File: config.mk
export PLATFORM = sky130hd
export DESIGN_NAME = div_unit_flat
export DESIGN_NICKNAME = d
export VERILOG_FILES = /design/src/rtl/div_unit_pkg.sv /design/src/rtl/div_unit_if.sv /design/src/rtl/div_step.sv /design/src/rtl/div_unit.sv /design/src/flat_wrapper.sv
export SDC_FILE = /design/constraint.sdc
export NUM_CORES = 1
export LEC_CHECK = 0
export ABC_AREA = 1
export CORE_ASPECT_RATIO = 1.25
export CORE_MARGIN = 5
export CORE_UTILIZATION = 50
export DETAILED_ROUTE_END_ITERATION = 6
export PLACE_DENSITY = 0.75
export SKIP_LAST_GASP = 1
export SYNTH_ARGS = -nofsm -noshare
export SYNTH_HDL_FRONTEND = slang
export SYNTH_HIERARCHICAL = 1
export SYNTH_SLANG_ARGS = --single-unit
export TNS_END_PERCENT = 5
File: constraint.sdc
create_clock -name clk -period 5 [get_ports clk]
set_input_delay 1 -clock clk [delete_from_list [all_inputs] [get_ports clk]]
set_output_delay 1 -clock clk [all_outputs]
set_load 0.02 [all_outputs]
File: src/rtl/div_unit_pkg.sv
// Shared RV32M divider types: operation encoding, FSM states and iteration count.
package riscv_pkg;

  typedef enum logic [1:0] {
    DIV  = 2'b00,
    DIVU = 2'b01,
    REM  = 2'b10,
    REMU = 2'b11
  } div_op_t;

  typedef enum logic [1:0] {
    S_IDLE,
    S_CALC,
    S_FIX,
    S_DONE
  } div_state_t;

  localparam int DIV_ITERS = 32;

endpackage

File: src/rtl/div_unit_if.sv
// Issue/writeback bundle between the execute stage and the divide unit.
interface div_unit_if #(
  parameter int DATA_WIDTH = 32
) ();
  import riscv_pkg::*;

  logic                  start;
  div_op_t               op;
  logic [DATA_WIDTH-1:0] src_a;
  logic [DATA_WIDTH-1:0] src_b;
  logic [4:0]            rd_in;
  logic                  flush;
  logic                  busy;
  logic                  done;
  logic [DATA_WIDTH-1:0] result;
  logic [4:0]            rd_out;

  modport master (
    output start, op, src_a, src_b, rd_in, flush,
    input  busy, done, result, rd_out
  );

  modport slave (
    input  start, op, src_a, src_b, rd_in, flush,
    output busy, done, result, rd_out
  );

endinterface

File: src/rtl/div_step.sv
// One restoring-division iteration: shift {rem, quo} left and trial-subtract the divisor.
module div_step #(
  parameter int DATA_WIDTH = 32
) (
  input  logic [DATA_WIDTH-1:0] rem,
  input  logic [DATA_WIDTH-1:0] quo,
  input  logic [DATA_WIDTH-1:0] divisor,
  output logic [DATA_WIDTH-1:0] rem_next,
  output logic [DATA_WIDTH-1:0] quo_next
);

  logic [DATA_WIDTH:0] sh_rem;
  logic [DATA_WIDTH:0] trial;
  logic                fits;

  // When the shifted-out top bit is set the partial remainder always exceeds
  // the divisor, and the low bits of the difference are still exact mod 2^W.
  always_comb begin
    sh_rem   = {rem, quo[DATA_WIDTH-1]};
    trial    = {1'b0, sh_rem[DATA_WIDTH-1:0]} - {1'b0, divisor};
    fits     = sh_rem[DATA_WIDTH] | ~trial[DATA_WIDTH];
    rem_next = fits ? trial[DATA_WIDTH-1:0] : sh_rem[DATA_WIDTH-1:0];
    quo_next = {quo[DATA_WIDTH-2:0], fits};
  end

endmodule

File: src/rtl/div_unit.sv
// Iterative RV32M DIV/DIVU/REM/REMU unit, radix-2 restoring, one quotient bit per cycle.
//   state  | meaning
//   S_IDLE | waiting for start; special cases resolve here straight to S_DONE
//   S_CALC | 32 shift/trial-subtract iterations on magnitudes
//   S_FIX  | select quotient/remainder, apply sign, register result
//   S_DONE | done pulse, result and rd_out valid
module div_unit
  import riscv_pkg::*;
#(
  parameter int DATA_WIDTH = 32
) (
  input logic      clk,
  input logic      rst,
  div_unit_if.slave bus
);

  div_state_t            state, state_nxt;
  logic [4:0]            cnt;
  logic [DATA_WIDTH-1:0] rem_q, quo_q, div_q;
  logic [DATA_WIDTH-1:0] rem_nxt, quo_nxt;
  logic [DATA_WIDTH-1:0] result_q;
  logic [4:0]            rd_q, rd_out_q;
  div_op_t               op_q;
  logic                  neg_q, neg_r;

  logic                  is_signed, sign_a, sign_b, b_zero, ovf, special, accept;
  logic [DATA_WIDTH-1:0] mag_a, mag_b, special_val, fix_sel, fix_val;

  always_comb begin
    is_signed = ~bus.op[0];
    sign_a    = is_signed & bus.src_a[DATA_WIDTH-1];
    sign_b    = is_signed & bus.src_b[DATA_WIDTH-1];
    mag_a     = sign_a ? -bus.src_a : bus.src_a;
    mag_b     = sign_b ? -bus.src_b : bus.src_b;
    b_zero    = (bus.src_b == '0);
    ovf       = is_signed && (bus.src_a == {1'b1, {(DATA_WIDTH-1){1'b0}}}) && (bus.src_b == '1);
    special   = b_zero | ovf;
    if (b_zero)
      special_val = bus.op[1] ? bus.src_a : '1;
    else
      special_val = bus.op[1] ? '0 : bus.src_a;
    accept    = bus.start & ~bus.flush;
    fix_sel   = op_q[1] ? rem_q : quo_q;
    fix_val   = (op_q[1] ? neg_r : neg_q) ? -fix_sel : fix_sel;
  end

  div_step #(.DATA_WIDTH(DATA_WIDTH)) u_step (
    .rem      (rem_q),
    .quo      (quo_q),
    .divisor  (div_q),
    .rem_next (rem_nxt),
    .quo_next (quo_nxt)
  );

  always_ff @(posedge clk or posedge rst) begin
    if (rst) state <= S_IDLE;
    else     state <= state_nxt;
  end

  always_comb begin
    state_nxt = state;
    case (state)
      S_IDLE: if (accept) state_nxt = special ? S_DONE : S_CALC;
      S_CALC: if (bus.flush) state_nxt = S_IDLE;
              else if (cnt == '0) state_nxt = S_FIX;
      S_FIX:  state_nxt = bus.flush ? S_IDLE : S_DONE;
      S_DONE: state_nxt = S_IDLE;
      default: state_nxt = S_IDLE;
    endcase
  end

  always_ff @(posedge clk or posedge rst) begin
    if (rst) begin
      cnt      <= '0;
      rem_q    <= '0;
      quo_q    <= '0;
      div_q    <= '0;
      op_q     <= DIV;
      rd_q     <= '0;
      neg_q    <= 1'b0;
      neg_r    <= 1'b0;
      result_q <= '0;
      rd_out_q <= '0;
    end else begin
      case (state)
        S_IDLE: if (accept) begin
          op_q  <= bus.op;
          rd_q  <= bus.rd_in;
          rem_q <= '0;
          quo_q <= mag_a;
          div_q <= mag_b;
          cnt   <= 5'(DIV_ITERS - 1);
          neg_q <= sign_a ^ sign_b;
          neg_r <= sign_a;
          if (special) begin
            result_q <= special_val;
            rd_out_q <= bus.rd_in;
          end
        end
        S_CALC: if (!bus.flush) begin
          rem_q <= rem_nxt;
          quo_q <= quo_nxt;
          if (cnt != '0) cnt <= cnt - 5'd1;
        end
        S_FIX: if (!bus.flush) begin
          result_q <= fix_val;
          rd_out_q <= rd_q;
        end
        default: ;
      endcase
    end
  end

  assign bus.busy   = (state == S_CALC) || (state == S_FIX);
  assign bus.done   = (state == S_DONE);
  assign bus.result = result_q;
  assign bus.rd_out = rd_out_q;

endmodule

File: src/flat_wrapper.sv
// flat-port wrapper written by rule: the top's interface ports become plain ports
module div_unit_flat import riscv_pkg::*;
#(
  parameter int DATA_WIDTH = 32
)
  (clk, rst, bus_start, bus_op, bus_src_a, bus_src_b, bus_rd_in, bus_flush, bus_busy, bus_done, bus_result, bus_rd_out);
  div_unit_if #(.DATA_WIDTH(DATA_WIDTH)) bus_i ();
  input logic clk;
  input logic rst;
  input wire logic [$bits(bus_i.start)-1:0] bus_start;
  input wire logic [$bits(bus_i.op)-1:0] bus_op;
  input wire logic [$bits(bus_i.src_a)-1:0] bus_src_a;
  input wire logic [$bits(bus_i.src_b)-1:0] bus_src_b;
  input wire logic [$bits(bus_i.rd_in)-1:0] bus_rd_in;
  input wire logic [$bits(bus_i.flush)-1:0] bus_flush;
  output wire logic [$bits(bus_i.busy)-1:0] bus_busy;
  output wire logic [$bits(bus_i.done)-1:0] bus_done;
  output wire logic [$bits(bus_i.result)-1:0] bus_result;
  output wire logic [$bits(bus_i.rd_out)-1:0] bus_rd_out;
  assign bus_i.start = bus_start;
  assign bus_i.op = bus_op;
  assign bus_i.src_a = bus_src_a;
  assign bus_i.src_b = bus_src_b;
  assign bus_i.rd_in = bus_rd_in;
  assign bus_i.flush = bus_flush;
  assign bus_busy = bus_i.busy;
  assign bus_done = bus_i.done;
  assign bus_result = bus_i.result;
  assign bus_rd_out = bus_i.rd_out;
  div_unit #(.DATA_WIDTH(DATA_WIDTH)) u_core (.clk(clk), .rst(rst), .bus(bus_i));
endmodule
* After elaboration in Yosys (flattened, before gate mapping)
Index checks and enable logic that the tools add are counted.
** Operators by class
- Equal/unequal tests :: 11
- Bitwise logic cells :: 9
- Reduce and logical (&&, ||, !) cells :: 14
- Add/subtract/negate cells :: 5
- Mux-type cells :: 33
** Operators by type and width (number)
- $mux W32 :: 15
- $pmux W32 S2 :: 3
- $neg A32 Y32 :: 3
- $eq A32 B32 Y1 const B :: 2
- $sub A32 B32 Y33 :: 1
- $logic_not A32 Y1 :: 1
- $mux W5 :: 6
- $pmux W5 S2 :: 2
- $mux W2 :: 5
- $pmux W2 S4 :: 1
- $reduce_and A4 Y1 :: 2
- $ne A2 B1 Y1 const B :: 3
- $logic_not A5 Y1 :: 1
- $reduce_bool A5 Y1 :: 1
- $sub A5 B1 Y5 const B :: 1
- $eq A2 B2 Y1 const B :: 2
- $ne A2 B2 Y1 const B :: 2
- $reduce_and A2 Y1 :: 2
- $reduce_bool A2 Y1 :: 2
- $and A1 B1 Y1 :: 3
- $ne A3 B2 Y1 const B :: 1
- $not A1 Y1 :: 3
- $reduce_and A3 Y1 :: 1
- $eq A2 B1 Y1 const B :: 1
- 6 further kinds :: 8
** Word-level totals
- Output and inout bits :: 39
- Register bits :: 149
- Logic and storage cells :: 83
- Input port bits :: 75

* Logic depth before layout (Yosys ltp)
Gate-level depths: netlist of the first run.
- Word-level depth :: 7
- Depth in mapped cells :: 17
- Mapped depth without buffers :: 17

* Modules after synthesis
The synthesis of the first run kept the hierarchy.
** Modules (own cells, without submodules)
- div_unit :: times used 1, area an instance 10477.5 µm², cells each 1629
- div_step :: times used 1, area an instance 3365.7 µm², cells each 704

* Worst setup path before layout of the first run
Ideal clock, no wire load.
- Kind :: input to register
- Start point :: input bus_src_b[1]
- End point :: register u_core.rd_out_q[0] (netlist: u_core/bus.rd_out[0])
- Path buffers :: 2
- Setup time :: 0.117 ns
- Stages on the path :: 13
- Arrival :: 2.340 ns
- Required time :: 4.883 ns
- Setup slack :: 2.543 ns
- Cells stage by stage :: inv_1 > ha_1 > inv_1 > nor2_1 > nand3_2 > nor3_4 > nand4_2 > nand3_4 > nand2_4 > buf_6 > buf_6 > nand2_1 > nand2_1
** On the way
- Cells in the longest elaborated chain, start to end :: 5
- Elaborated cells between the ends (all ways) :: 6
- Those cells by class :: eq/ne: 2; bitwise: 1; reduce/logical: 3
** RTL lines
- from (decl) :: RTL line flat_wrapper.sv:13 : input wire logic [$bits(bus_i.src_b)-1:0] bus_src_b;
- $eq A32 B32 Y1 :: RTL line div_unit.sv:36 : ovf = is_signed && (bus.src_a == {1'b1, {(DATA_WIDTH-1){1'b0}}}) && (bus.src_b == '1);
- $logic_and A1 B1 Y1 :: RTL line div_unit.sv:36
- $or A1 B1 Y1 (*) :: RTL line div_unit.sv:37 : special = b_zero | ovf;
- $ne A2 B1 Y1 (no line) (*)
- $reduce_and A4 Y1 (no line) (*)
- to (signal assigned) :: RTL line div_unit.sv:97 : rd_out_q <= bus.rd_in;
- to (signal assigned) :: RTL line div_unit.sv:107 : rd_out_q <= rd_q;
- to (decl) :: RTL line div_unit.sv:22 : logic [4:0] rd_q, rd_out_q;
Mark *: on every way between the ends. The rest lies on a longest branch, timed or not.
A chain may end at the register's enable or synchronous reset.

* Worst setup path after layout of the first run
- Start point :: input bus_op[0]
- End point :: register u_core.result_q[21] (netlist: u_core/bus.result[21])
** On the way
- Cells in the longest elaborated chain, start to end :: 6
** RTL lines
- from (decl) :: RTL line flat_wrapper.sv:11 : input wire logic [$bits(bus_i.op)-1:0] bus_op;
- $not A1 Y1 :: RTL line div_unit.sv:30 : is_signed = ~bus.op[0];
- $logic_and A1 B1 Y1 (2 in series) :: RTL line div_unit.sv:36
- $or A1 B1 Y1 :: RTL line div_unit.sv:37
- $ne A2 B1 Y1 (no line)
- $reduce_and A4 Y1 (no line)
- to (signal assigned) :: RTL line div_unit.sv:96 : result_q <= special_val;
- to (signal assigned) :: RTL line div_unit.sv:106 : result_q <= fix_val;
- to (decl) :: RTL line div_unit.sv:21 : logic [DATA_WIDTH-1:0] result_q;
Every way passes these cells.

==> results of run 1 <==
[kinds of logic after synthesis]
group | share of synthesized area (%)
adders and majority gates | 3.94
xor gates and xnor gates | 2.91
AOI/OAI and AO/OA | 13.1
and+or+nand+nor | 39.2
buffers and inverters | 14.1
DFF | 26.8
[power by group through the flow]
stage | combinational [W] | sequential [W] | clock [W]
global placement | 0.00571 | 0.00202 | 0
finish | 0.00589 | 0.00203 | 0.00131
floorplan | 0.00430 | 0.00209 | 0
detailed placement | 0.00578 | 0.00203 | 0
global route | 0.00658 | 0.00208 | 0.00138
CTS | 0.00582 | 0.00202 | 0.00133
[critical path, stage by stage]
cell and delay (ns):
clkdlybuf4s50_1 0.43, inv_1 0.21, nand2_1 0.37, nor2_1 0.20, nand2_1 0.06, nor2_1 0.09, nand2_1 0.05, nor2_1 0.12
nand2_2 0.08, nand3_4 0.20, nand2_4 0.30, inv_2 0.37, nor2_1 0.07, nor2_1 0.12
[final cells by class]
cell class	count	area (sq um)	area share (%)
multi-input combinational	1737	8210	53.1
sequential	148	3700	24.0
timing repair buffer	129	1260	8.17
inverter	333	1260	8.13
tap	350	438	2.83
clock buffer	17	425	2.75
clock inverter	14	163	1.05
[how the worst max path moves through the flow]
stage	to	cells after the start	startpoint	slack (ns)
5_1_grt	u_core/bus.result[22]$_DFFE_PP0P_	14	bus_op[0]	1.44
4_1_cts	u_core/bus.result[21]$_DFFE_PP0P_	14	bus_op[0]	1.65
6_report	u_core/bus.result[21]$_DFFE_PP0P_	14	bus_op[0]	1.65
3_3_place_gp	u_core/bus.result[21]$_DFFE_PP0P_	14	bus_op[0]	1.27
3_5_place_dp	u_core/bus.result[22]$_DFFE_PP0P_	14	bus_op[0]	1.20
2_1_floorplan	u_core/bus.rd_out[0]$_DFFE_PP0P_	1	rst	0.02
[cell usage in the layout (no fill, tap or decap), types with 7 or more instances in the layout]
master	instances
nor2_1	208
clkbuf_16	17
ha_1	40
nor3_1	16
xor2_1	43
buf_4	15
nand2_2	7
clkdlybuf4s50_1	113
nand4_1	12
a21oi_2	10
nand3_1	181
o21ai_1	31
o21ai_0	174
nand2_1	837
o211ai_1	9
nor2_2	9
dfrtp_1	148
a21oi_1	94
inv_1	324
[layer usage]
| metal | GRT usage, % | vias to the layer above | wire length [um] |
|---|---|---|---|
| met3 | 3.15 | 75 | 2630 |
| met2 | 46.9 | 503 | 21200 |
| met5 | 0 | - | 0 |
| met4 | 12.7 | 0 | 1870 |
| met1 | 34.2 | 6584 | 18200 |
| li1 | - | 7339 | - |
[registers in the layout (all words and copies together), names as in the netlist, 2 cells and up]
name	cells
u_core/quo_q	32
u_core/rem_q	32
u_core/cnt	5
u_core/rd_q	5
u_core/bus.result	32
u_core/bus.rd_out	5
u_core/state	2
u_core/div_q	32
[stage by stage]
| step | hold slack, ns | std cells | total power (W) | util [%] |
|---|---|---|---|---|
| after detailed placement | 0.465 | 2697 | 0.00780 | 54.1 |
| after floorplan | 0.445 | 2333 | 0.00639 | - |
| after CTS | 0.485 | 2728 | 0.00917 | 56.3 |
| after global placement | 0.460 | 2697 | 0.00773 | 54.1 |
| after global routing | 0.505 | 2728 | 0.0100 | 56.3 |
| final | 0.483 | 2728 | 0.00923 | 56.3 |
==> flow_metrics.py, run 1 <==
metrics = {
    "status": {
        "status": "finished clean",
    },
    "critical_path": {
        "r2r-end": "u_core/rem_q[29]$_DFFE_PP0P_",
        "r2r_slack_ns": 2.00,
        "path_class": "in2reg",
        "setup.worst_path.end_class": "register",
        "crit_required_ns": 5.37,
        "path_max_fanout": 40,
        "arrival_ns": 3.72,
        "cp-start-kind": "primary input",
        "rr_worst_depth": 16,
        "reg2reg_from": "u_core/quo_q[31]$_DFFE_PP0P_",
    },
    "yosys": {
        "ys_types": 51,
        "synth_edf_count": 0,
        "syn-num-nets": 2451,
        "yosysSeqAreaShare_pct": 26.8,
        "async_reset_ff_share_pct": 100,
        "yosys-top-cells-count": "nand2_1 (837), inv_1 (326), nor2_1 (209), nand3_1 (181), o21ai_0 (174)",
        "synth.top_cells.by_area": "dfrtp_1 (27%), nand2_1 (23%), inv_1 (8.8%), nand3_1 (6.5%), o21ai_0 (6.3%)",
        "synth_area_sq_um": 13800,
        "ys_ff_latch": 148,
        "synth_top_area_cell": "dfrtp_1",
        "synthCells": 2333,
        "synthFlopType": "dfrtp_1",
        "synth_top_area_share_pct": 26.8,
        "yosysMostFrequentCell": "nand2_1",
        "syn_avg_cell_area_sq_um": 5.93,
        "yosysWarnings": 6,
    },
    "detailed_routing": {
        "avgViaCountPerCell": 5.32,
        "wl_per_cell_um": 16.1,
        "drtPass1Iterations": 6,
        "drcViolationCount": 0,
        "drt-initial-drc-count": 1296,
        "via_count": 14500,
        "ant_nets": 0,
        "finalWirelength_um": 43900,
    },
    "clock_network": {
        "htree_levels": 4,
        "cts_root_buffer": "clkbuf_16",
        "ctsHoldBuffers": 0,
        "clockBufferDepth": 2,
        "cts_tree": "done",
        "postCtsSetupBuffers": 0,
        "clock-sinks": 148,
        "cts_resized": 0,
        "cts.clk_slew.worst_paths_ns": 0.07,
        "numCtsBuffers": 17,
        "clk_latency_ns": 0.44,
    },
    "timing": {
        "max_freq_ghz": 0.299,
        "layout_min_cycle_time_ns": 3.35,
        "setup_viol": 0,
        "clock_skew_ns": 0.00858,
        "tightestPinTransition_ns": 1.04,
        "relSlewSlack_pct": 30.8,
        "rsz0062_at_grt": "false",
        "finalCritPeriodShare_pct": 66.9,
        "slew_viol_final": 0,
        "hold_violations": 0,
        "fin_setup_tns_ns": 0,
        "finalWorstSetupSlack_ns": 1.65,
    },
    "die": {
        "core-area_sq_um": 27500,
        "io_pins": 114,
        "fp-row-count": 68,
        "fp.dieH_um": 196,
        "start_util_pct": 50.4,
        "dieArea_sq_um": 31100,
        "die_w_um": 159,
    },
    "place": {
        "gp_congestion": 0.968,
        "io_buffers": 113,
        "place.detailed.hpwl_um": 34300,
        "dpl_cell_area_sq_um": 14900,
        "place_worst_setup_slack_ns": 1.20,
    },
    "grt": {
        "grt_util_all_layers_pct": 27.3,
        "grt_pass1_vias": 13500,
        "gr-total-overflow": 0,
        "antenna_found_initial": 0,
        "grt_pass1_wl_um": 69200,
        "grt_max_degree": 111,
    },
    "finish": {
        "nets": 2484,
        "nFillCells": 2807,
        "syn_to_final_growth_pct": 11.7,
        "fin_area_sq_um": 15500,
        "antennaDiodeCount": 0,
        "drive_above_1_share_pct": 4.33,
    },
    "power_and_ir_drop": {
        "ir_worst_vdd_mv": 0.324,
        "p_seq_share_pct": 21.9,
        "switching_power_w": 0.00499,
        "power.internal_w": 0.00424,
        "p_clk_share_pct": 14.2,
        "p_leak_nw": 8.00,
        "powerDensity_nw_per_um2": 597,
        "power_frac_comb_pct": 63.8,
        "swShare_pct": 54.0,
    },
    "min_path": {
        "hp-start": "u_core/bus.result[9]$_DFFE_PP0P_",
        "whs_path_depth": 2,
        "worst_hold_path_type": "reg2reg",
        "min_to": "u_core/bus.result[9]$_DFFE_PP0P_",
    },
    "job": {
        "cap_viol_max_count": 0,
    },
}
(Power assumes the default switching activity.)
==> run 2, diff against run 1 <==
Settings changed: PLACE_DENSITY 0.75 to 0.72.
Clock period 5 ns to 3.4 ns, I/O delays scaled along.
==> run 2 against run 1 <==
Final cell count rose by 0.48%; utilization rose by 0.46 points; critical endpoint is now u_core/rem_q[24]$_DFFE_PP0P_; clock skew barely moved; via count fell by 0.22%; total power rose by 48%; highest routed layer unchanged; worst setup slack got worse by 1.2 ns; first-iteration DRC count fell by 5.2%; die area did not move; critical path depth rose by 1; global-route usage rose by 1.2 points; wire length rose by 3.2%; count of clock-buffer cells in the layout rose by 2.
==> flow_metrics.py, run 2 (synthesis gave the netlist of run 1 again) <==
metrics = {
    "finish": {
        "regArea_sq_um": 3700,
        "nets": 2496,
        "syn_to_final_growth_pct": 12.6,
        "nFillCells": 2834,
        "multi_input_area_sq_um": 8210,
        "drive_above_1_share_pct": 4.85,
        "layout_common_cells": "nand2_1 (837), inv_1 (324), nor2_1 (208), nand3_1 (181), o21ai_0 (174)",
        "stdcell_count": 2741,
        "antennaDiodeCount": 0,
        "final_common_cell": "nand2_1",
    },
    "grt": {
        "antenna_found_initial": 0,
        "grt_max_degree": 64,
        "grt_pass1_vias": 13600,
        "gr-total-overflow": 0,
        "grt_util_all_layers_pct": 28.5,
        "grt_pass1_wl_um": 72000,
    },
    "power_and_ir_drop": {
        "power.internal_w": 0.00627,
        "p_clk_share_pct": 13.9,
        "powerDensity_nw_per_um2": 874,
        "swShare_pct": 54.0,
        "p_leak_nw": 8.07,
        "switching_power_w": 0.00735,
        "p_seq_share_pct": 21.8,
        "ir_worst_vdd_mv": 0.708,
        "power_frac_comb_pct": 64.3,
    },
    "critical_path": {
        "cp-start-kind": "register",
        "arrival_ns": 3.21,
        "path_cells": "inv_1, ha_1, fa_1, inv_1, nand2_1, nand2_1, nand3_1, nand2_1, nand3_1, nand3_1, nand2_1, nand3_1, nand2_1, nand3_1, o21ai_0",
        "rr_worst_depth": 15,
        "r2r_slack_ns": 0.50,
        "critPathMaxStageDelay_ns": 0.41,
        "reg2reg_from": "u_core/quo_q[31]$_DFFE_PP0P_",
        "path_class": "reg2reg",
        "path_max_fanout": 20,
        "critPathTopFamily": "simple AND/OR/NAND/NOR gates",
        "slowest_stage": "nand2_1",
        "r2r-end": "u_core/rem_q[24]$_DFFE_PP0P_",
        "worst-path-buf-inv": 2,
        "setup.worst_path.end_class": "register",
        "crit_required_ns": 3.71,
    },
    "timing": {
        "fin_setup_tns_ns": 0,
        "max_freq_ghz": 0.345,
        "hold_violations": 0,
        "slew_viol_final": 0,
        "layout_min_cycle_time_ns": 2.90,
        "rsz0062_at_grt": "false",
        "setup_viol": 0,
        "tightestPinTransition_ns": 0.805,
        "relSlewSlack_pct": 46.2,
        "clock_skew_ns": 0.00839,
        "finalCritPeriodShare_pct": 85.3,
    },
    "clock_network": {
        "cts_resized": 0,
        "postCtsSetupBuffers": 0,
        "cts_root_buffer": "clkbuf_16",
        "cts.clk_slew.worst_paths_ns": 0.07,
        "clock-sinks": 148,
        "htree_levels": 4,
        "cts_tree": "done",
        "clockBufferDepth": 2,
        "numCtsBuffers": 17,
        "clk_latency_ns": 0.44,
        "ctsHoldBuffers": 0,
    },
    "die": {
        "fp.dieH_um": 196,
        "io_pins": 114,
        "dieArea_sq_um": 31100,
        "core-area_sq_um": 27500,
        "start_util_pct": 50.4,
        "fp-row-count": 68,
        "die_w_um": 159,
    },
    "place": {
        "io_buffers": 113,
        "gp_congestion": 0.934,
        "place.detailed.hpwl_um": 36100,
        "dp.cells": 2709,
    },
    "job": {
        "cap_viol_max_count": 0,
    },
    "min_path": {
        "whs_path_depth": 2,
        "min_to": "u_core/div_q[21]$_DFFE_PP0P_",
        "hp-start": "u_core/div_q[21]$_DFFE_PP0P_",
        "worst_hold_path_type": "reg2reg",
    },
    "status": {
        "status": "finished clean",
    },
    "detailed_routing": {
        "ant_nets": 0,
        "via_count": 14500,
        "wl_per_cell_um": 16.5,
        "drcViolationCount": 0,
        "finalWirelength_um": 45300,
        "drtPass1Iterations": 6,
        "drt-initial-drc-count": 1228,
        "avgViaCountPerCell": 5.28,
    },
}
[run 2: worst reg2reg max path, cell delays in order (launching register included)]
cell,delay [ns]
dfrtp_1,0.37
inv_1,0.11
ha_1,0.25
fa_1,0.39
inv_1,0.14
nand2_1,0.08
nand2_1,0.10
nand3_1,0.07
nand2_1,0.12
nand3_1,0.15
nand3_1,0.13
nand2_1,0.41
nand3_1,0.19
nand2_1,0.08
nand3_1,0.08
o21ai_0,0.10
[run 2: cell type report]
class | instances | share of cell area, %
Clock buffer | 19 | 2.91
Sequential cell | 148 | 23.8
Tap cell | 350 | 2.81
Multi-Input combinational cell | 1737 | 52.7
Clock inverter | 13 | 0.875
Inverter | 333 | 8.06
Timing Repair Buffer | 141 | 8.93
[run 2: how the worst max path moves through the flow]
stage,from,to,depth (start not counted)
2_1_floorplan,rst,u_core/bus.rd_out[0]$_DFFE_PP0P_,1
3_3_place_gp,bus_src_a[31],u_core/bus.result[29]$_DFFE_PP0P_,13
3_5_place_dp,bus_src_a[31],u_core/bus.result[19]$_DFFE_PP0P_,13
4_1_cts,u_core/quo_q[31]$_DFFE_PP0P_,u_core/rem_q[24]$_DFFE_PP0P_,15
5_1_grt,u_core/quo_q[31]$_DFFE_PP0P_,u_core/rem_q[5]$_DFFE_PP0P_,16
6_report,u_core/quo_q[31]$_DFFE_PP0P_,u_core/rem_q[24]$_DFFE_PP0P_,15
[run 2: metal layers]
layer | share of wire, % | routed length [um] | GRT usage, % | vias up
met5 | 0 | 0 | 0 | -
met4 | 4.0 | 1800 | 10.9 | 0
met3 | 5.0 | 2250 | 3.28 | 71
met2 | 48 | 21800 | 49.2 | 422
met1 | 43 | 19400 | 36.6 | 6606
li1 | - | - | - | 7370
[run 2: power groups by stage]
stage / combinational, W / clock, W / sequential [W]
5_1_grt: 0.00981 / 0.00200 / 0.00307
4_1_cts: 0.00868 / 0.00193 / 0.00297
3_5_place_dp: 0.00862 / 0 / 0.00298
3_3_place_gp: 0.00852 / 0 / 0.00297
6_report: 0.00875 / 0.00189 / 0.00297
2_1_floorplan: 0.00633 / 0 / 0.00307
[run 2: stage by stage]
step                      setup WS [ns]  power [W]  hold WS [ns]  instance area [sq um]  util (%)
after floorplan                   0.859    0.00940         0.445                  13800         -
after global placement            0.403     0.0115         0.463                  15000      54.6
after detailed placement          0.382     0.0116         0.466                  15000      54.6
after CTS                         0.543     0.0136         0.478                  15600      56.7
after global routing              0.197     0.0149         0.514                  15600      56.7
final                             0.501     0.0136         0.479                  15600      56.7
==> run 3, diff against run 2 <==
Settings changed: SKIP_CTS_REPAIR_TIMING set to 1.
==> results of run 3 <==
No change in the layout: final DEF, timing and power equal those of run 2.
==> variant 1, RTL diff (flow settings as in run 1) <==
`DATA_WIDTH` is set to 32 in 4 places; all go to 48.
--- a/src/rtl/div_unit_if.sv
+++ b/src/rtl/div_unit_if.sv
@@ -1,6 +1,6 @@
 // Issue/writeback bundle between the execute stage and the divide unit.
 interface div_unit_if #(
-  parameter int DATA_WIDTH = 32
+  parameter int DATA_WIDTH = 48
 ) ();
   import riscv_pkg::*;
 
--- a/src/rtl/div_step.sv
+++ b/src/rtl/div_step.sv
@@ -1,6 +1,6 @@
 // One restoring-division iteration: shift {rem, quo} left and trial-subtract the divisor.
 module div_step #(
-  parameter int DATA_WIDTH = 32
+  parameter int DATA_WIDTH = 48
 ) (
   input  logic [DATA_WIDTH-1:0] rem,
   input  logic [DATA_WIDTH-1:0] quo,
--- a/src/rtl/div_unit.sv
+++ b/src/rtl/div_unit.sv
@@ -7,7 +7,7 @@
 module div_unit
   import riscv_pkg::*;
 #(
-  parameter int DATA_WIDTH = 32
+  parameter int DATA_WIDTH = 48
 ) (
   input logic      clk,
   input logic      rst,
--- a/src/flat_wrapper.sv
+++ b/src/flat_wrapper.sv
@@ -1,7 +1,7 @@
 // flat-port wrapper written by rule: the top's interface ports become plain ports
 module div_unit_flat import riscv_pkg::*;
 #(
-  parameter int DATA_WIDTH = 32
+  parameter int DATA_WIDTH = 48
 )
   (clk, rst, bus_start, bus_op, bus_src_a, bus_src_b, bus_rd_in, bus_flush, bus_busy, bus_done, bus_result, bus_rd_out);
   div_unit_if #(.DATA_WIDTH(DATA_WIDTH)) bus_i ();
Interface: changed (resized bus_result, bus_src_a and bus_src_b); port bits go from 114 to 162. The function was not compared with the original's and may differ.
==> variant 1 against run 1 <==
The flow now finishes with violations (DRC). Critical path type is now flop to flop. Power up 75%. Worst hold slack lost 0.0046 ns. Sequential cell count increased by 64. Worst setup slack got worse by 0.26 ns. Largest cell class unchanged. Critical path depth increased by 2. Wire length is 78% higher. Cell area rose by 52%. Area after synthesis is 52% higher. Combinational power rose by 88%.
==> variant 1: results (changes against run 1) <==
status - complete, but fails checks (was finished clean)
failing checks - DRC
Synth Area in Compound Gates - 12.8% (was 13.1%)
DRT iter0 DRCs - 2613 (was 1296)
sequential cell area - 5310 um^2 (was 3700 um^2)
dpl cells - 4249 (was 2697)
placer congestion estimate - 1.07 (was 0.968)
CTS clk-pin slew, worst paths - 0.06 ns
drt drc - 4 (was 0)
max incr delay on CP - 0.55 ns (was 0.43 ns)
WL final - 78300 um (was 43900 um)
most frequent cells after synthesis - nand2_1, inv_1, nor2_1 (unchanged)
crit path max fanout - 51 (was 40)
CTS resizes - 0 (unchanged)
clk_lat worst skew - 0.56 ns (was 0.44 ns)
initial antenna violation count - 2 (was 0)
DP Wirelength - 62400 um (was 34300 um)
Reg2Reg Setup Slack - 1.39 ns (was 2.00 ns)
maximum vdd drop - 0.597 mV (was 0.324 mV)
largest cells by area after synthesis - dfrtp_1, nand2_1, inv_1 (unchanged)
Worst path slowest cell - nand4_4 (was clkdlybuf4s50_1)
CTS H-tree lvls - 1 (was 4)
Avg Vias per Cell - 5.45 (was 5.32)
router iterations before antenna repair - 7 (was 6)
Layout Skew - 0.0213 ns (was 0.00858 ns)
post-synthesis sequential area ratio - 25.2% (was 26.8%)
Placed Area - 22600 um^2 (was 14900 um^2)
Filler Cell Count - 4485 (was 2807)
layout cells sized above 1 - 3.72% (was 4.33%)
routed len/inst - 18.2 um (was 16.1 um)
clock buffer depth - 3 (was 2)
Worst EP arrival - 4.08 ns (was 3.72 ns)
FMAX - 277 MHz (was 299 MHz)
pin count of the biggest net entering global routing - 99 (was 111)
vias in the first global route - 21700 (was 13500)
Adder-Cell Fraction of Synth Area - 3.54% (was 3.94%)
Syn Inst Count - 3684 (was 2333)
Worst Hold Slack - 0.478 ns (was 0.483 ns)
Total GRT Usage - 32.9% (was 27.3%)
Post-layout nets - 3883 (was 2484)
TritonCTS Buffers - 25 (was 17)
Yosys cell types - 49 (was 51)
leakage power - 12.1 nW (was 8.00 nW)
xor and xnor area share after synthesis - 2.83% (was 2.91%)
[variant 1: cell types whose count changed after synthesis, moves of 48 or more]
cell / delta
nor2_1: +199
a21oi_1: +48
inv_1: +184
o21ai_0: +99
dfrtp_1: +64
nand3_1: +94
nand2_1: +476
[variant 1: path summary, 6_finish.rpt]
path / from / to / depth (start not counted)
max in group asynchronous: rst / u_core/div_q[23]$_DFFE_PP0P_ / 3
hold / removal: u_core/cnt[4]$_DFFE_PP0P_ / u_core/cnt[4]$_DFFE_PP0P_ / 1
setup / recovery: u_core/quo_q[47]$_DFFE_PP0P_ / u_core/rem_q[33]$_DFFE_PP0P_ / 16
setup reg to reg: u_core/quo_q[47]$_DFFE_PP0P_ / u_core/rem_q[33]$_DFFE_PP0P_ / 16
min in group asynchronous: rst / u_core/quo_q[43]$_DFFE_PP0P_ / 2
hold reg to reg: u_core/cnt[4]$_DFFE_PP0P_ / u_core/cnt[4]$_DFFE_PP0P_ / 1
[variant 1: worst reg2reg max path, cell delays in order, from the launching register on]
cell     delay [ns]
dfrtp_1        0.44
inv_1          0.16
ha_1           0.29
fa_1           0.37
inv_1          0.15
nand2_1        0.10
nand2_1        0.14
nand3_1        0.10
nand2_2        0.12
nand2_1        0.07
nand2_2        0.11
nand2_1        0.12
nand4_4        0.55
nand3_1        0.39
nand2_1        0.14
nand2_1        0.06
o21ai_0        0.20
[variant 1: metal layers]
metal / track usage [%] / part of all wire [%] / vias to the layer above
li1: - / - / 11600
met1: 43.7 / 42 / 10600
met2: 51.2 / 43 / 1050
met3: 4.54 / 8.0 / 208
met4: 19.6 / 7.3 / 0
met5: 0 / 0 / -
[variant 1: cell families after synthesis]
kind of cell / after synthesis
AOI/OAI and AO/OA: 518
xor gates and xnor gates: 68
adders and majority gates: 59
buffers and inverters: 708
DFF: 212
and+or+nand+nor: 2119
[variant 1: report_power, final]
group / leakage, nW / switching [mW] / internal (mW)
sequential: 2.69 / 0.650 / 2.47
clock: 0.422 / 0.771 / 1.16
combinational: 8.99 / 7.86 / 3.28
[variant 1: area by class of cell]
type / instances / area share (%)
multi-input combinational: 2764 / 54.4
sequential: 212 / 22.6
inverter: 530 / 8.53
timing repair buffer: 184 / 7.74
clock buffer: 34 / 3.07
tap: 559 / 2.98
clock inverter: 11 / 0.592
antenna: 2 / 0.0213
==> variant 2, RTL diff (config.mk and constraints of run 1) <==
Without the edit above. The 4 states of `div_state_t` get a one-hot encoding in 4 bits.
--- a/src/rtl/div_unit_pkg.sv
+++ b/src/rtl/div_unit_pkg.sv
@@ -8,11 +8,11 @@
     REMU = 2'b11
   } div_op_t;
 
-  typedef enum logic [1:0] {
-    S_IDLE,
-    S_CALC,
-    S_FIX,
-    S_DONE
+  typedef enum logic [3:0] {
+    S_IDLE = 4'b0001,
+    S_CALC = 4'b0010,
+    S_FIX  = 4'b0100,
+    S_DONE = 4'b1000
   } div_state_t;
 
   localparam int DIV_ITERS = 32;
Behaviour: no difference found for any inputs over 10 cycles, from zero or initial values and one cycle with rst high; not proved beyond that.
==> variant 2 against run 1 <==
Critical path depth fell by 4. Maximum frequency fell by 1.0%. Worst setup slack got worse by 0.034 ns. Sequential power fell by 4%. Wire length fell by 2.3%. Critical path type unchanged. Global-route usage rose by 0.79 points. Power fell by 18%. Sequential cell count rose by 2. Via count rose by 0.27%. Cell area fell by 1.6%. Area after synthesis fell by 2.2%. Largest cell class unchanged. Critical endpoint is now u_core/cnt[3]$_DFFE_PP0P_. Count of clock-buffer cells in the layout rose by 4. Core utilization rose by 0.65 points.
==> variant 2: results (changes against run 1) <==
status - finished clean (unchanged)
Clock Root Buffer - clkbuf_16 (unchanged)
TritonCTS Buffers - 17 (unchanged)
PortBufs - 113 (unchanged)
Avg Vias per Cell - 5.37 (was 5.32)
Post-layout nets - 2465 (was 2484)
router iterations before antenna repair - 5 (was 6)
Slew @ Worst Pin - 1.08 ns (was 1.04 ns)
largest cells by area after synthesis - dfrtp_1, nand2_1, inv_1 (unchanged)
FMAX - 296 MHz (was 299 MHz)
Yosys cell types - 49 (was 51)
clock buffer depth - 2 (unchanged)
most frequent cells after synthesis - nand2_1, inv_1, nor2_1 (unchanged)
dpl cells - 2677 (was 2697)
initial antenna violation count - 0 (unchanged)
syn nets - 2430 (was 2451)
gr ovfl total - 0 (unchanged)
vias in the first global route - 13900 (was 13500)
Via Count - 14500 (about the same)
Worst Hold Slack - 0.479 ns (was 0.483 ns)
routed len/inst - 15.8 um (was 16.1 um)
Worst path slowest cell - inv_1 (was clkdlybuf4s50_1)
CTS H-tree lvls - 4 (unchanged)
Reg2Reg Setup Slack - 1.72 ns (was 2.00 ns)
pre-CTS WS - 1.29 ns (was 1.20 ns)
diode count - 0 (unchanged)
crit path max fanout - 49 (was 40)
layout cells sized above 1 - 3.05% (was 4.33%)
CTS clk-pin slew, worst paths - 0.07 ns (about the same)
Syn Inst Count - 2316 (was 2333)
Internal - 3.84 mW (was 4.24 mW)
leakage power - 7.94 nW (was 8.00 nW)
Worst EP arrival - 3.70 ns (was 3.72 ns)
DP Wirelength - 33500 um (was 34300 um)
Total GRT Usage - 28.0% (was 27.3%)
maximum vdd drop - 0.362 mV (was 0.324 mV)
Setup Fix Bufs, Post-CTS - 0 (unchanged)
pin count of the biggest net entering global routing - 151 (was 111)
max incr delay on CP - 0.66 ns (was 0.43 ns)
CTS resizes - 0 (unchanged)
Layout Skew - 0.0103 ns (was 0.00858 ns)
clk_lat worst skew - 0.44 ns (about the same)
first-pass GRT wire length - 69300 um (was 69200 um)
Post-synth ARST share - 100% (unchanged)
DRT iter0 DRCs - 1195 (was 1296)
placer congestion estimate - 0.944 (was 0.968)
post-synthesis sequential area ratio - 27.7% (was 26.8%)
Filler Cell Count - 2700 (was 2807)
-- variant 2: cell types whose count changed in the layout (fill, tap and decap cells not counted), moves of 8 or more --
cell and change:
a21oi_2 -10, inv_1 -14, nand2_1 +40, nand4_1 +14, a21oi_1 -23, a2bb2oi_1 +8
nor2_1 +18, o21ai_1 -13
-- variant 2: power by group through the flow --
| stage | registers (mW) | logic (mW) | clock network (mW) |
|---|---|---|---|
| after floorplan | 2.05 | 3.06 | 0 |
| after global placement | 1.95 | 4.20 | 0 |
| after detailed placement | 1.97 | 4.26 | 0 |
| after CTS | 1.95 | 4.28 | 1.32 |
| after global routing | 2.01 | 4.84 | 1.38 |
| final | 1.95 | 4.31 | 1.31 |
-- variant 2: logic make-up (layout without fill, tap and decap cells) --
logic type	count (synthesis)	after routing	synth area share, %
DFF	150	150	27.7
buffers and inverters	432	480	13.4
AOI/OAI and AO/OA	298	298	11.8
and+or+nand+nor	1354	1354	40.6
xor gates and xnor gates	43	43	2.78
adders and majority gates	39	39	3.66
-- variant 2: final cells by class --
cell class / instances / share of cell area [%]
clock inverter: 11 / 0.822
timing repair buffer: 130 / 8.32
tap: 345 / 2.84
inverter: 318 / 7.88
sequential: 150 / 24.7
multi-input combinational: 1734 / 52.4
clock buffer: 21 / 3.03
-- variant 2: layer usage --
layer / wire length, um / vias to the layer above / GRT usage [%]
li1: - / 7302 / -
met1: 17100 / 6633 / 34.4
met2: 20800 / 494 / 47.5
met3: 2570 / 111 / 3.82
met4: 2390 / 0 / 14.6
met5: 0 / - / 0
-- variant 2: per-stage QoR --
step           instance area [um^2]  utilization [%]
5_1_grt                       15200             56.9
3_5_place_dp                  14600             54.7
2_1_floorplan                 13500                -
3_3_place_gp                  14600             54.7
4_1_cts                       15200             56.9
6_report                      15200             56.9
-- variant 2: path summary, 6_finish.rpt --
check / cells past startpoint / startpoint / end
max: 10 / bus_flush / u_core/cnt[3]$_DFFE_PP0P_
min: 2 / u_core/bus.result[21]$_DFFE_PP0P_ / u_core/bus.result[21]$_DFFE_PP0P_
max reg2reg: 12 / u_core/state[3]$_DFFE_PP0P_ / u_core/cnt[4]$_DFFE_PP0P_
min reg2reg: 2 / u_core/bus.result[21]$_DFFE_PP0P_ / u_core/bus.result[21]$_DFFE_PP0P_
max in group asynchronous: 3 / rst / u_core/rem_q[26]$_DFFE_PP0P_
min in group asynchronous: 3 / rst / u_core/quo_q[3]$_DFFE_PP0P_
-- variant 2: critical path, delay by kind of cell --
family	cells	cell delay, ns
simple gates	2	0.21
buf+inv	4	1.62
compound gates	4	0.87
